--- config.mk ---
export PLATFORM = sky130hd
export DESIGN_NAME = uart_tx
export DESIGN_NICKNAME = d
export VERILOG_FILES = /design/src/rtl/uart_pkg.sv /design/src/rtl/uart_baud_cnt.sv /design/src/rtl/uart_tx.sv
export SDC_FILE = /design/constraint.sdc
export NUM_CORES = 1
export LEC_CHECK = 0
export BUFFER_PORTS_ARGS = -buffer_cell sky130_fd_sc_hd__buf_2
export CAP_MARGIN = 30
export CORE_MARGIN = 10
export CORE_UTILIZATION = 60
export CTS_BUF_LIST = sky130_fd_sc_hd__clkbuf_4 sky130_fd_sc_hd__clkbuf_8
export DETAILED_ROUTE_END_ITERATION = 6
export PLACE_DENSITY_LB_ADDON = 0.25
export SLEW_MARGIN = 20
export SYNTH_ARGS = -nofsm -noshare
export SYNTH_HDL_FRONTEND = slang
export SYNTH_SLANG_ARGS = --single-unit
--- constraint.sdc ---
create_clock -name clk -period 3.2 [get_ports clk]
set_input_delay 0.16 -clock clk [delete_from_list [all_inputs] [get_ports clk]]
set_output_delay 0.16 -clock clk [all_outputs]
set_load 0.02 [all_outputs]
--- src/rtl/uart_pkg.sv ---
// Shared UART definitions: frame FSM states, idle line level and bit-timing helper.
// Used by both uart_tx and uart_rx so the two ends of a link agree on framing.
package uart_pkg;

    typedef enum logic [2:0] {
        IDLE,
        START,
        DATA,
        PARITY,
        STOP
    } uart_state_e;

    localparam logic UART_IDLE_LEVEL = 1'b1;

    function automatic int unsigned cycles_per_bit(input int unsigned clk_hz,
                                                   input int unsigned bit_rate);
        return clk_hz / bit_rate;
    endfunction

endpackage

--- src/rtl/uart_baud_cnt.sv ---
// Bit-period counter: counts 0..CYCLES_PER_BIT-1 and flags the last cycle of each bit.
// Holding clear keeps the count at zero so a new bit always starts on a full period.
module uart_baud_cnt #(
    parameter int unsigned CYCLES_PER_BIT = 10
) (
    input  logic clk,
    input  logic resetn,
    input  logic clear,
    output logic bit_end
);

    localparam int unsigned CW = (CYCLES_PER_BIT > 2) ? $clog2(CYCLES_PER_BIT) : 1;
    localparam logic [CW-1:0] LAST = CW'(CYCLES_PER_BIT - 1);

    logic [CW-1:0] cnt_q;
    logic [CW-1:0] cnt_d;

    assign bit_end = (cnt_q == LAST);

    // NOTE: every variable written here gets a default first, so no path can infer a latch.
    always_comb begin
        cnt_d = cnt_q + 1'b1;
        if (clear || bit_end) begin
            cnt_d = '0;
        end
    end

    // NOTE: state registers use non-blocking assignments only.
    always_ff @(posedge clk or negedge resetn) begin
        if (!resetn) begin
            cnt_q <= '0;
        end else begin
            cnt_q <= cnt_d;
        end
    end

endmodule

--- src/rtl/uart_tx.sv ---
// UART transmitter: start bit, LSB-first data, optional even parity, stop bit(s).
// Define UART_TX_PARITY_EN to insert the parity bit; it must match uart_rx on the same link.
module uart_tx
    import uart_pkg::*;
#(
    parameter int unsigned CLK_HZ       = 50_000_000,
    parameter int unsigned BIT_RATE     = 9600,
    parameter int unsigned PAYLOAD_BITS = 8,
    parameter int unsigned STOP_BITS    = 1
) (
    input  logic                    clk,
    input  logic                    resetn,
    input  logic                    uart_tx_en,
    input  logic [PAYLOAD_BITS-1:0] uart_tx_data,
    output logic                    uart_tx_busy,
    output logic                    uart_tx_done,
    output logic                    uart_txd
);

    localparam int unsigned CYCLES_PER_BIT = cycles_per_bit(CLK_HZ, BIT_RATE);
    localparam int unsigned BW = $clog2(PAYLOAD_BITS);
    localparam logic [BW-1:0] LAST_BIT = BW'(PAYLOAD_BITS - 1);
    localparam logic LAST_STOP = 1'(STOP_BITS - 1);

    uart_state_e             state_q, state_d;
    logic [PAYLOAD_BITS-1:0] shreg_q, shreg_d;
    logic [BW-1:0]           bit_cnt_q, bit_cnt_d;
    logic                    stop_cnt_q, stop_cnt_d;
    logic                    txd_q, txd_d;
    logic                    done;
    logic                    bit_end;
`ifdef UART_TX_PARITY_EN
    logic                    parity_q, parity_d;
`endif

    // The counter is parked at zero while idle; thereafter it wraps exactly on each state change.
    uart_baud_cnt #(
        .CYCLES_PER_BIT(CYCLES_PER_BIT)
    ) u_baud_cnt (
        .clk    (clk),
        .resetn (resetn),
        .clear  (state_q == IDLE),
        .bit_end(bit_end)
    );

    always_comb begin
        state_d    = state_q;
        shreg_d    = shreg_q;
        bit_cnt_d  = bit_cnt_q;
        stop_cnt_d = stop_cnt_q;
        done       = 1'b0;
`ifdef UART_TX_PARITY_EN
        parity_d   = parity_q;
`endif

        case (state_q)
            IDLE: begin
                if (uart_tx_en) begin
                    shreg_d = uart_tx_data;
`ifdef UART_TX_PARITY_EN
                    parity_d = ^uart_tx_data;
`endif
                    state_d = START;
                end
            end
            START: begin
                if (bit_end) begin
                    state_d   = DATA;
                    bit_cnt_d = '0;
                end
            end
            DATA: begin
                if (bit_end) begin
                    shreg_d = shreg_q >> 1;
                    if (bit_cnt_q == LAST_BIT) begin
                        bit_cnt_d  = '0;
                        stop_cnt_d = 1'b0;
`ifdef UART_TX_PARITY_EN
                        state_d = PARITY;
`else
                        state_d = STOP;
`endif
                    end else begin
                        bit_cnt_d = bit_cnt_q + 1'b1;
                    end
                end
            end
`ifdef UART_TX_PARITY_EN
            PARITY: begin
                if (bit_end) begin
                    state_d = STOP;
                end
            end
`endif
            STOP: begin
                if (bit_end) begin
                    if (stop_cnt_q == LAST_STOP) begin
                        state_d = IDLE;
                        done    = 1'b1;
                    end else begin
                        stop_cnt_d = stop_cnt_q + 1'b1;
                    end
                end
            end
            default: state_d = IDLE;
        endcase

        // The line level is decoded from the next state so uart_txd comes straight off a flop.
        case (state_d)
            START:   txd_d = 1'b0;
            DATA:    txd_d = shreg_d[0];
`ifdef UART_TX_PARITY_EN
            PARITY:  txd_d = parity_d;
`endif
            default: txd_d = UART_IDLE_LEVEL;
        endcase
    end

    always_ff @(posedge clk or negedge resetn) begin
        if (!resetn) begin
            state_q    <= IDLE;
            shreg_q    <= '0;
            bit_cnt_q  <= '0;
            stop_cnt_q <= 1'b0;
            txd_q      <= UART_IDLE_LEVEL;
`ifdef UART_TX_PARITY_EN
            parity_q   <= 1'b0;
`endif
        end else begin
            state_q    <= state_d;
            shreg_q    <= shreg_d;
            bit_cnt_q  <= bit_cnt_d;
            stop_cnt_q <= stop_cnt_d;
            txd_q      <= txd_d;
`ifdef UART_TX_PARITY_EN
            parity_q   <= parity_d;
`endif
        end
    end

    assign uart_txd     = txd_q;
    assign uart_tx_busy = (state_q != IDLE);
    assign uart_tx_done = done;

endmodule

# ---- Word-level counts from Yosys, hierarchy flattened
# Cells that the tools add are included.
dict set report word_totals {
  regBits 29
}
dict set report classes {
  add_sub_neg 3
  eq_ne 12
  n_mux 24
  reduce_logical 9
}
# op n
set ops {}
lappend ops {{2-to-1 mux 3 bit} 9}
lappend ops {{2-to-1 mux 8 bit} 2}
lappend ops {{one-hot mux 8 bit (2 select lines)} 1}
lappend ops {{adder 13 x 1 -> 13 bit (second input constant)} 1}
lappend ops {{equality test 13 bit (second input constant)} 1}
lappend ops {{2-to-1 mux 13 bit} 1}
lappend ops {{one-hot mux 3 bit (4 select lines)} 1}
lappend ops {{2-to-1 mux 1 bit} 7}
lappend ops {{equality test 3 x 1 -> 1 bit (second input constant)} 2}
lappend ops {{equality test 3 x 2 -> 1 bit (second input constant)} 2}
lappend ops {{equality test 3 bit (second input constant)} 2}
lappend ops {{inequality test 2 x 1 -> 1 bit (second input constant)} 3}
lappend ops {{one-hot mux 3 bit (2 select lines)} 1}
lappend ops {{AND reduction 3 bit} 2}
lappend ops {{nonzero test 2 bit} 3}
lappend ops {{inequality test 2 bit (second input constant)} 2}
lappend ops {{one-hot mux 1 bit (2 select lines)} 2}
lappend ops {{AND reduction 4 bit} 1}
lappend ops {{adder 3 x 1 -> 3 bit (second input constant)} 1}
lappend ops {{logical NOT 3 bit} 1}
lappend ops {{nonzero test 3 bit} 1}
lappend ops {{adder 1 bit (second input constant)} 1}
lappend ops {{logical OR 1 bit} 1}

# ---- Longest topological paths before layout
# Gate-level depths: netlist of run 1.
dict set report logic_depth {
  word_depth 6
  depth_mapped 6
  mapped_depth_nobuf 5
}

# ---- Modules after synthesis
# Synthesis of run 1 repeated with hierarchy kept, for this count alone.
dict set report hier_totals {
  cells_unflattened 137
  hier_area_um2 1436.4
}
# module n_inst cells_each area_per_inst_um2
set modules_own_cells {}
lappend modules_own_cells {uart_tx 1 69 742.0}
lappend modules_own_cells {uart_baud_cnt 1 68 694.4}

# ---- Worst setup path after synthesis of run 1
# Ideal clock, no wire load.
dict set report synth_path {
  path_type {register -> output}
  from {register u_baud_cnt.cnt_q[5]}
  to {output uart_tx_done}
  arrival_time_ns 1.848
  slack_ns 1.192
  path_stages_with_launch 5
  path_cell_list {dfrtp_1 -> buf_2 -> nor4bb_1 -> nand3_1 -> nor4b_1}
}
dict set report synth_via {
  elab_chain_cells 3
}
# item line
set synth_rtl {}
lappend synth_rtl {{from (decl)} uart_baud_cnt.sv:15} ;# logic [CW-1:0] cnt_q;
lappend synth_rtl {{from (signal assigned)} uart_baud_cnt.sv:33} ;# cnt_q <= cnt_d;
lappend synth_rtl {{equality test 13 bit} uart_baud_cnt.sv:18} ;# assign bit_end = (cnt_q == LAST);
lappend synth_rtl {{2-to-1 mux 1 bit} uart_tx.sv:96} ;# if (bit_end) begin
lappend synth_rtl {{2-to-1 mux 1 bit} uart_tx.sv:56} ;# case (state_q)
lappend synth_rtl {{to (decl)} uart_tx.sv:16} ;# output logic uart_tx_done,
# Every way passes these cells.

# ---- Final worst setup path of run 1
dict set report layout_path {
  from {register u_baud_cnt.cnt_q[6]}
  to {output uart_tx_done}
}
# The elaborated chain is that of the path after synthesis.

==> impl_metrics.json, run 1 <==
{
  "hold_end": "shreg_q[7]$_DFFE_PN0P_",
  "swShare": 0.290,
  "synth_nets": 152,
  "worst_slack_ns": 0.845,
  "syn_area_mm2": 0.00144,
  "dp_slack_ns": 1.12,
  "clkPwrFrac": 0.215,
  "drc": 0,
  "peakVddDrop_mv": 0.393,
  "timing.fmax_mhz": 425,
  "intPower_mw": 0.551,
  "dr_wl_met3_um": 79,
  "leakage_nw": 0.743,
  "grt_antenna_before_repair": 0,
  "clock_latency_ns": 0.32,
  "routed_wl_um": 2940,
  "hold_viol_final": 0,
  "place_hpwl_um": 2190,
  "synth_area_leaders": "dfrtp_1, xor2_1, nor2_1, a21o_1, nand2_1",
  "cts_made_buffers": 3,
  "grt_max_degree": 29,
  "whs_path_depth": 3,
  "yosysWarnings": 0,
  "first_global_vias": 1180,
  "ioPinCount": 14,
  "async_reset_ff_frac": 1.00,
  "num_vias": 1101,
  "numPortBuffers": 13,
  "power_mw": 0.776,
  "synth.top_cell.area_share": 0.468,
  "r2r-start": "u_baud_cnt.cnt_q[8]$_DFF_PN0_",
  "met2WireLength_um": 1510,
  "worst_hold_slack_ns": 0.0357,
  "grt_overflow": 0,
  "period_minus_slack_ns": 2.35,
  "synth_seq_area_share": 0.486,
  "first_pass_iters": 4,
  "die-height_um": 69.1,
  "top_layer": "met4",
  "die_area_mm2": 0.00477,
  "rsz0062_at_grt": "false",
  "grtUsageTotal": 0.124,
  "cts.clk_slew.worst_paths_ns": 0.15,
  "syn_to_final_growth_pct": 8.41,
  "p_switching_mw": 0.225,
  "synth_edf_count": 0,
  "setup_viol": 0,
  "grt_first_pass_wirelength_um": 5230,
  "ys_seq_elements": 28,
  "post-route-period-util": 0.736,
  "hold_start": "uart_tx_data[7]",
  "slew_viol_final": 0,
  "antenna_left": 0,
  "wl_per_cell_um": 16.3,
  "reg2reg_slack_ns": 1.12,
  "num_antenna_cells": 0,
  "gp_congestion": 0.931,
  "setup_tns_ns": 0,
  "dieWidth_um": 69.1,
  "m1WireLength_um": 1310,
  "combPwrFrac": 0.181,
  "pwr_density_cell_mw_per_mm2": 496,
  "synth_top_area_cell": "dfrtp_1",
  "drv_cap": 0,
  "postSynthCellCount": 138,
  "reg2reg_depth": 4,
  "cp_max_fo": 7,
  "fillers": 174,
  "cts-root-buf": "clkbuf_4",
  "min_path_type": "input pin to register",
  "fp-row-count": 17,
  "initial_utilization": 0.640,
  "nets": 167,
  "coreArea_mm2": 0.00225,
  "avgSynthCellArea_um2": 10.5,
  "reg2reg_to": "uart_txd$_DFF_PN1_",
  "drt_iter0_markers": 93,
  "seqPwrFrac": 0.604,
  "synthFlopType": "dfrtp_1",
  "relSlewSlack": 0.597,
  "worstPathArrival_ns": 2.19,
  "crit_type": "register to output pin",
  "cp-start-kind": "register",
  "skew_ns": 0.0134,
  "clock-sinks": 28,
  "routed_via_density": 6.12,
  "layout-drive-gt1-share": 0.191,
  "outcome": "complete, no violations",
  "endpoint_kind": "output pin",
  "htreeDepth": 1,
  "synth_cell_type_count": 44,
  "cts_setup_buffers": 0,
  "worstMarginPinSlew_ns": 0.605,
  "required_ns": 3.04,
  "cts_tree": "built",
  "clockBufferDepth": 2
}
## layout by cell type, fill, tap and decap left out, drive strengths merged
cell type / count
dfrtp: 27
buf: 14
nor2: 13
nand2: 12
o21ai: 8
xor2: 6
a21o: 6
nand3: 5
a21oi: 5
nand4: 5
a22o: 5
clkbuf: 4
nor4b: 3
or3: 3
xnor2: 3
ha: 3
and2: 3
and3: 3
nor3: 2
inv: 2
or4b: 2
nor4: 2
and4b: 1
nor4bb: 1
a31o: 1
nand3b: 1
nand4b: 1
nand4bb: 1
nand2b: 1
or3b: 1
and4: 1
o22ai: 1
and2b: 1
or4: 1
a221oi: 1
o31ai: 1
dlygate4sd3: 1
dfstp: 1
## per-stage QoR
stage,utilization,std cells,instance area [µm²]
floorplan,-,138,1440
CTS,0.694,180,1570
global route,0.694,180,1570
global placement,0.674,175,1520
detailed placement,0.674,175,1520
finish,0.694,180,1570
## flip-flops by register name (all words and copies together) (netlist names)
name and cells:
u_baud_cnt.cnt_q 13, shreg_q 8, bit_cnt_q 3, state_q 3, uart_txd 1
## timing repair
item | in CTS | in global routing
gates resized for setup | 0 | 0
hold buffers | 1 | 0
endpoints found under the hold margin | 27 | 0
## synth_stat cells, drive strengths merged, types with 5 or more instances
cell,instances
a21oi,5
nand3,5
dfrtp,27
a21o,6
nand4,5
nor2,13
o21ai,8
nand2,12
a22o,5
xor2,6
## how the worst max path moves through the flow
stage | slack, ns | startpoint | depth (start not counted) | to
floorplan | 1.19 | u_baud_cnt.cnt_q[5]$_DFF_PN0_ | 4 | uart_tx_done
detailed placement | 1.12 | u_baud_cnt.cnt_q[8]$_DFF_PN0_ | 4 | shreg_q[5]$_DFFE_PN0P_
global route | 0.68 | u_baud_cnt.cnt_q[6]$_DFF_PN0_ | 4 | uart_tx_done
CTS | 0.88 | u_baud_cnt.cnt_q[6]$_DFF_PN0_ | 4 | uart_tx_done
global placement | 1.17 | u_baud_cnt.cnt_q[8]$_DFF_PN0_ | 4 | shreg_q[6]$_DFFE_PN0P_
finish | 0.85 | u_baud_cnt.cnt_q[6]$_DFF_PN0_ | 4 | uart_tx_done
## power by group through the flow
stage | clock (mW) | sequential [mW] | combinational, mW
2_1_floorplan | 0 | 0.454 | 0.110
3_3_place_gp | 0 | 0.467 | 0.131
3_5_place_dp | 0 | 0.472 | 0.142
4_1_cts | 0.171 | 0.466 | 0.143
5_1_grt | 0.187 | 0.478 | 0.160
6_report | 0.167 | 0.468 | 0.140
## area by class of cell
type                            count  area, µm²  share of cell area
Clock buffer                        4       36.3              0.0232
Inverter                            2       7.51             0.00480
Multi-Input combinational cell    103        702               0.448
Sequential cell                    28        702               0.448
Tap cell                           28       35.0              0.0224
Timing Repair Buffer               15       82.6              0.0528
## critical path, cell delays in order, from the launching register on
cell	delay, ns
dfrtp_1	0.50
nor4bb_1	0.53
nand3_1	0.31
nor4b_1	0.32
buf_2	0.22
## metal layers
metal	vias to the layer above	global-route usage
met4	0	0.0532
met3	6	0.0185
met1	532	0.150
met2	29	0.212
li1	534	-
met5	-	0
## logic make-up (layout without fill, tap and decap cells)
logic type / count (synthesis) / after routing / synth area share
adder cells (fa/ha/maj): 3 / 3 / 0.0260
AO/OA/AOI/OAI: 28 / 28 / 0.133
flip-flops: 28 / 28 / 0.486
AND/OR/NAND/NOR: 63 / 63 / 0.273
XOR/XNOR: 9 / 9 / 0.0546
buffers and inverters: 7 / 21 / 0.0277
Power figures use the tool's default switching activity.
==> run 2: changes to the inputs <==
--- a/config.mk
+++ b/config.mk
@@ -7,8 +7,9 @@
 export LEC_CHECK = 0
 export BUFFER_PORTS_ARGS = -buffer_cell sky130_fd_sc_hd__buf_2
 export CAP_MARGIN = 30
+export CORE_ASPECT_RATIO = 0.5
 export CORE_MARGIN = 10
-export CORE_UTILIZATION = 60
+export CORE_UTILIZATION = 54
 export CTS_BUF_LIST = sky130_fd_sc_hd__clkbuf_4 sky130_fd_sc_hd__clkbuf_8
 export DETAILED_ROUTE_END_ITERATION = 6
 export PLACE_DENSITY_LB_ADDON = 0.25
==> constraint.sdc (replaced) <==
create_clock -name clk -period 1.9 [get_ports clk]
set_input_delay 0.095 -clock clk [delete_from_list [all_inputs] [get_ports clk]]
set_output_delay 0.095 -clock clk [all_outputs]
set_load 0.02 [all_outputs]
==> run 2 against run 1 <==
  * The flow now finishes with violations (negative setup slack)
  * Non-clock buffer count is 24 higher
  * Critical path depth rose by 1
  * Clock skew down 0.011 ns
  * Sequential cell count stayed put
  * Combinational power increased by 150%
  * Power increased by 100%
  * Register-to-register slack worse by 1.1 ns
  * Global-route usage shrank 0.066 points
  * Sequential power increased by 61%
  * Utilization is 3.8 points higher
  * Critical path type unchanged
==> impl_metrics.json, run 2 (same netlist as run 1, synthesis figures left out) <==
{
  "grtUsageTotal": 0.124,
  "slew_viol_final": 0,
  "worstMarginPinSlew_ns": 0.610,
  "r2r-start": "u_baud_cnt.cnt_q[11]$_DFF_PN0_",
  "worstPathCellList": "nor4bb_2, buf_4, nand3_4, nor4b_4, buf_4",
  "cts_made_buffers": 3,
  "clock-sinks": 28,
  "endpoint_kind": "output pin",
  "dieWidth_um": 93.1,
  "hold_viol_final": 0,
  "crit_start": "u_baud_cnt.cnt_q[7]$_DFF_PN0_",
  "num_vias": 1186,
  "setup_viol": 1,
  "wl_per_cell_um": 15.5,
  "num_antenna_cells": 0,
  "layout_common_cells": "dfrtp_1, buf_4, nor2_1, nand2_1, buf_2",
  "place_hpwl_um": 2280,
  "violations": "negative setup slack",
  "post-route-period-util": 1.00,
  "cts-root-buf": "clkbuf_8",
  "cpMaxStageDelayCell": "dfrtp_2",
  "antenna_left": 0,
  "period_minus_slack_ns": 1.91,
  "worst_slack_ns": -0.00576,
  "peakVddDrop_mv": 0.631,
  "required_ns": 1.80,
  "initial_utilization": 0.562,
  "largest_reg_flops": 13,
  "drt_iter0_markers": 51,
  "die_area_mm2": 0.00527,
  "rsz0062_at_grt": "true",
  "regMostFlops": "u_baud_cnt.cnt_q",
  "drv_cap": 0,
  "routed_wl_um": 3310,
  "reg_top3": "u_baud_cnt.cnt_q x13, shreg_q x8",
  "skew_ns": 0.00271,
  "min_path_type": "input pin to register",
  "cts.clk_slew.worst_paths_ns": 0.10,
  "gp_congestion": 0.823,
  "die-height_um": 56.6,
  "hold_start": "uart_tx_data[7]",
  "coreArea_mm2": 0.00257,
  "leakage_nw": 0.900,
  "clock_latency_ns": 0.27,
  "worstPathArrival_ns": 1.81,
  "dp_slack_ns": 0.0565,
  "grt_first_pass_wirelength_um": 5460,
  "instances_no_fill": 213,
  "grt_antenna_before_repair": 0,
  "layout-drive-gt1-share": 0.352,
  "routed_via_density": 5.57,
  "crit_type": "register to output pin",
  "fp-row-count": 13,
  "cp_max_fo": 6,
  "cp-start-kind": "register",
  "critPathMaxStageDelay_ns": 0.46,
  "relSlewSlack": 0.593,
  "grt_overflow": 0,
  "outcome": "finished, violations left",
  "first_pass_iters": 4,
  "grt_max_degree": 29,
  "dp.cells": 203,
  "htreeDepth": 1,
  "crit_top_cell": "buf_4",
  "first_global_vias": 1186,
  "drc": 0,
  "pwr_density_cell_mw_per_mm2": 833,
  "ioPinCount": 14,
  "clockBufferDepth": 2,
  "nets": 191,
  "syn_to_final_growth_pct": 30.3,
  "cts_tree": "built",
  "timing.fmax_mhz": 525,
  "numPortBuffers": 13
}
run 2: per-stage QoR:
step	setup TNS (ns)	power [mW]	instance area (µm²)	hold WS [ns]	utilization
after floorplan	0	0.951	1450	-0.201	-
after global placement	0	1.06	1690	0.136	0.657
after detailed placement	0	1.07	1690	0.147	0.657
after CTS	0	1.54	1780	0.0303	0.694
after global routing	-0.118	1.65	1880	0.0441	0.732
final	-0.00576	1.57	1880	0.0262	0.732
run 2: worst max-delay path, delay by kind of cell, from the launching register on:
kind          cells  cell delay, ns
simple gates      3            0.70
buf+inv           2            0.38
flops             1            0.46
run 2: report_power, final:
group	switching [mW]	leakage [nW]	total [mW]	internal, mW
sequential	0.0596	0.362	0.755	0.695
combinational	0.164	0.502	0.343	0.179
clock	0.187	0.0357	0.469	0.282
run 2: final cells by class:
cell class | instances | area, µm²
Clock buffer | 3 | 41.3
Clock inverter | 1 | 30.0
Inverter | 2 | 7.51
Multi-Input combinational cell | 103 | 783
Tap cell | 37 | 46.3
Timing Repair Buffer | 39 | 269
Fill cell | 178 | 688
Sequential cell | 28 | 704
run 2: layer usage:
metal  routed length (µm)  track usage  vias to the layer above
met2                 1660        0.215                       23
met5                    0            0                        -
met3                  180       0.0397                        4
met1                 1440        0.150                      582
li1                     -            -                      577
met4                   23       0.0131                        0
run 2: path summary, 6_finish.rpt:
check	endpoint	slack [ns]	cells after the start
max reg2reg	uart_txd$_DFF_PN1_	0.06	4
min in group asynchronous	shreg_q[5]$_DFFE_PN0P_	0.35	2
max	uart_tx_done	-0.006	5
max in group asynchronous	u_baud_cnt.cnt_q[7]$_DFF_PN0_	1.11	2
min reg2reg	shreg_q[4]$_DFFE_PN0P_	0.48	1
min	shreg_q[7]$_DFFE_PN0P_	0.03	3
run 2: timing repair:
action                                 CTS  global route
endpoints found under the hold margin   27             0
gates resized for setup                  1            13
pin swaps                                1             8
setup endpoints to repair                1             3
setup buffers                            1             4
hold buffers                             1             0
gates cloned                             0             0
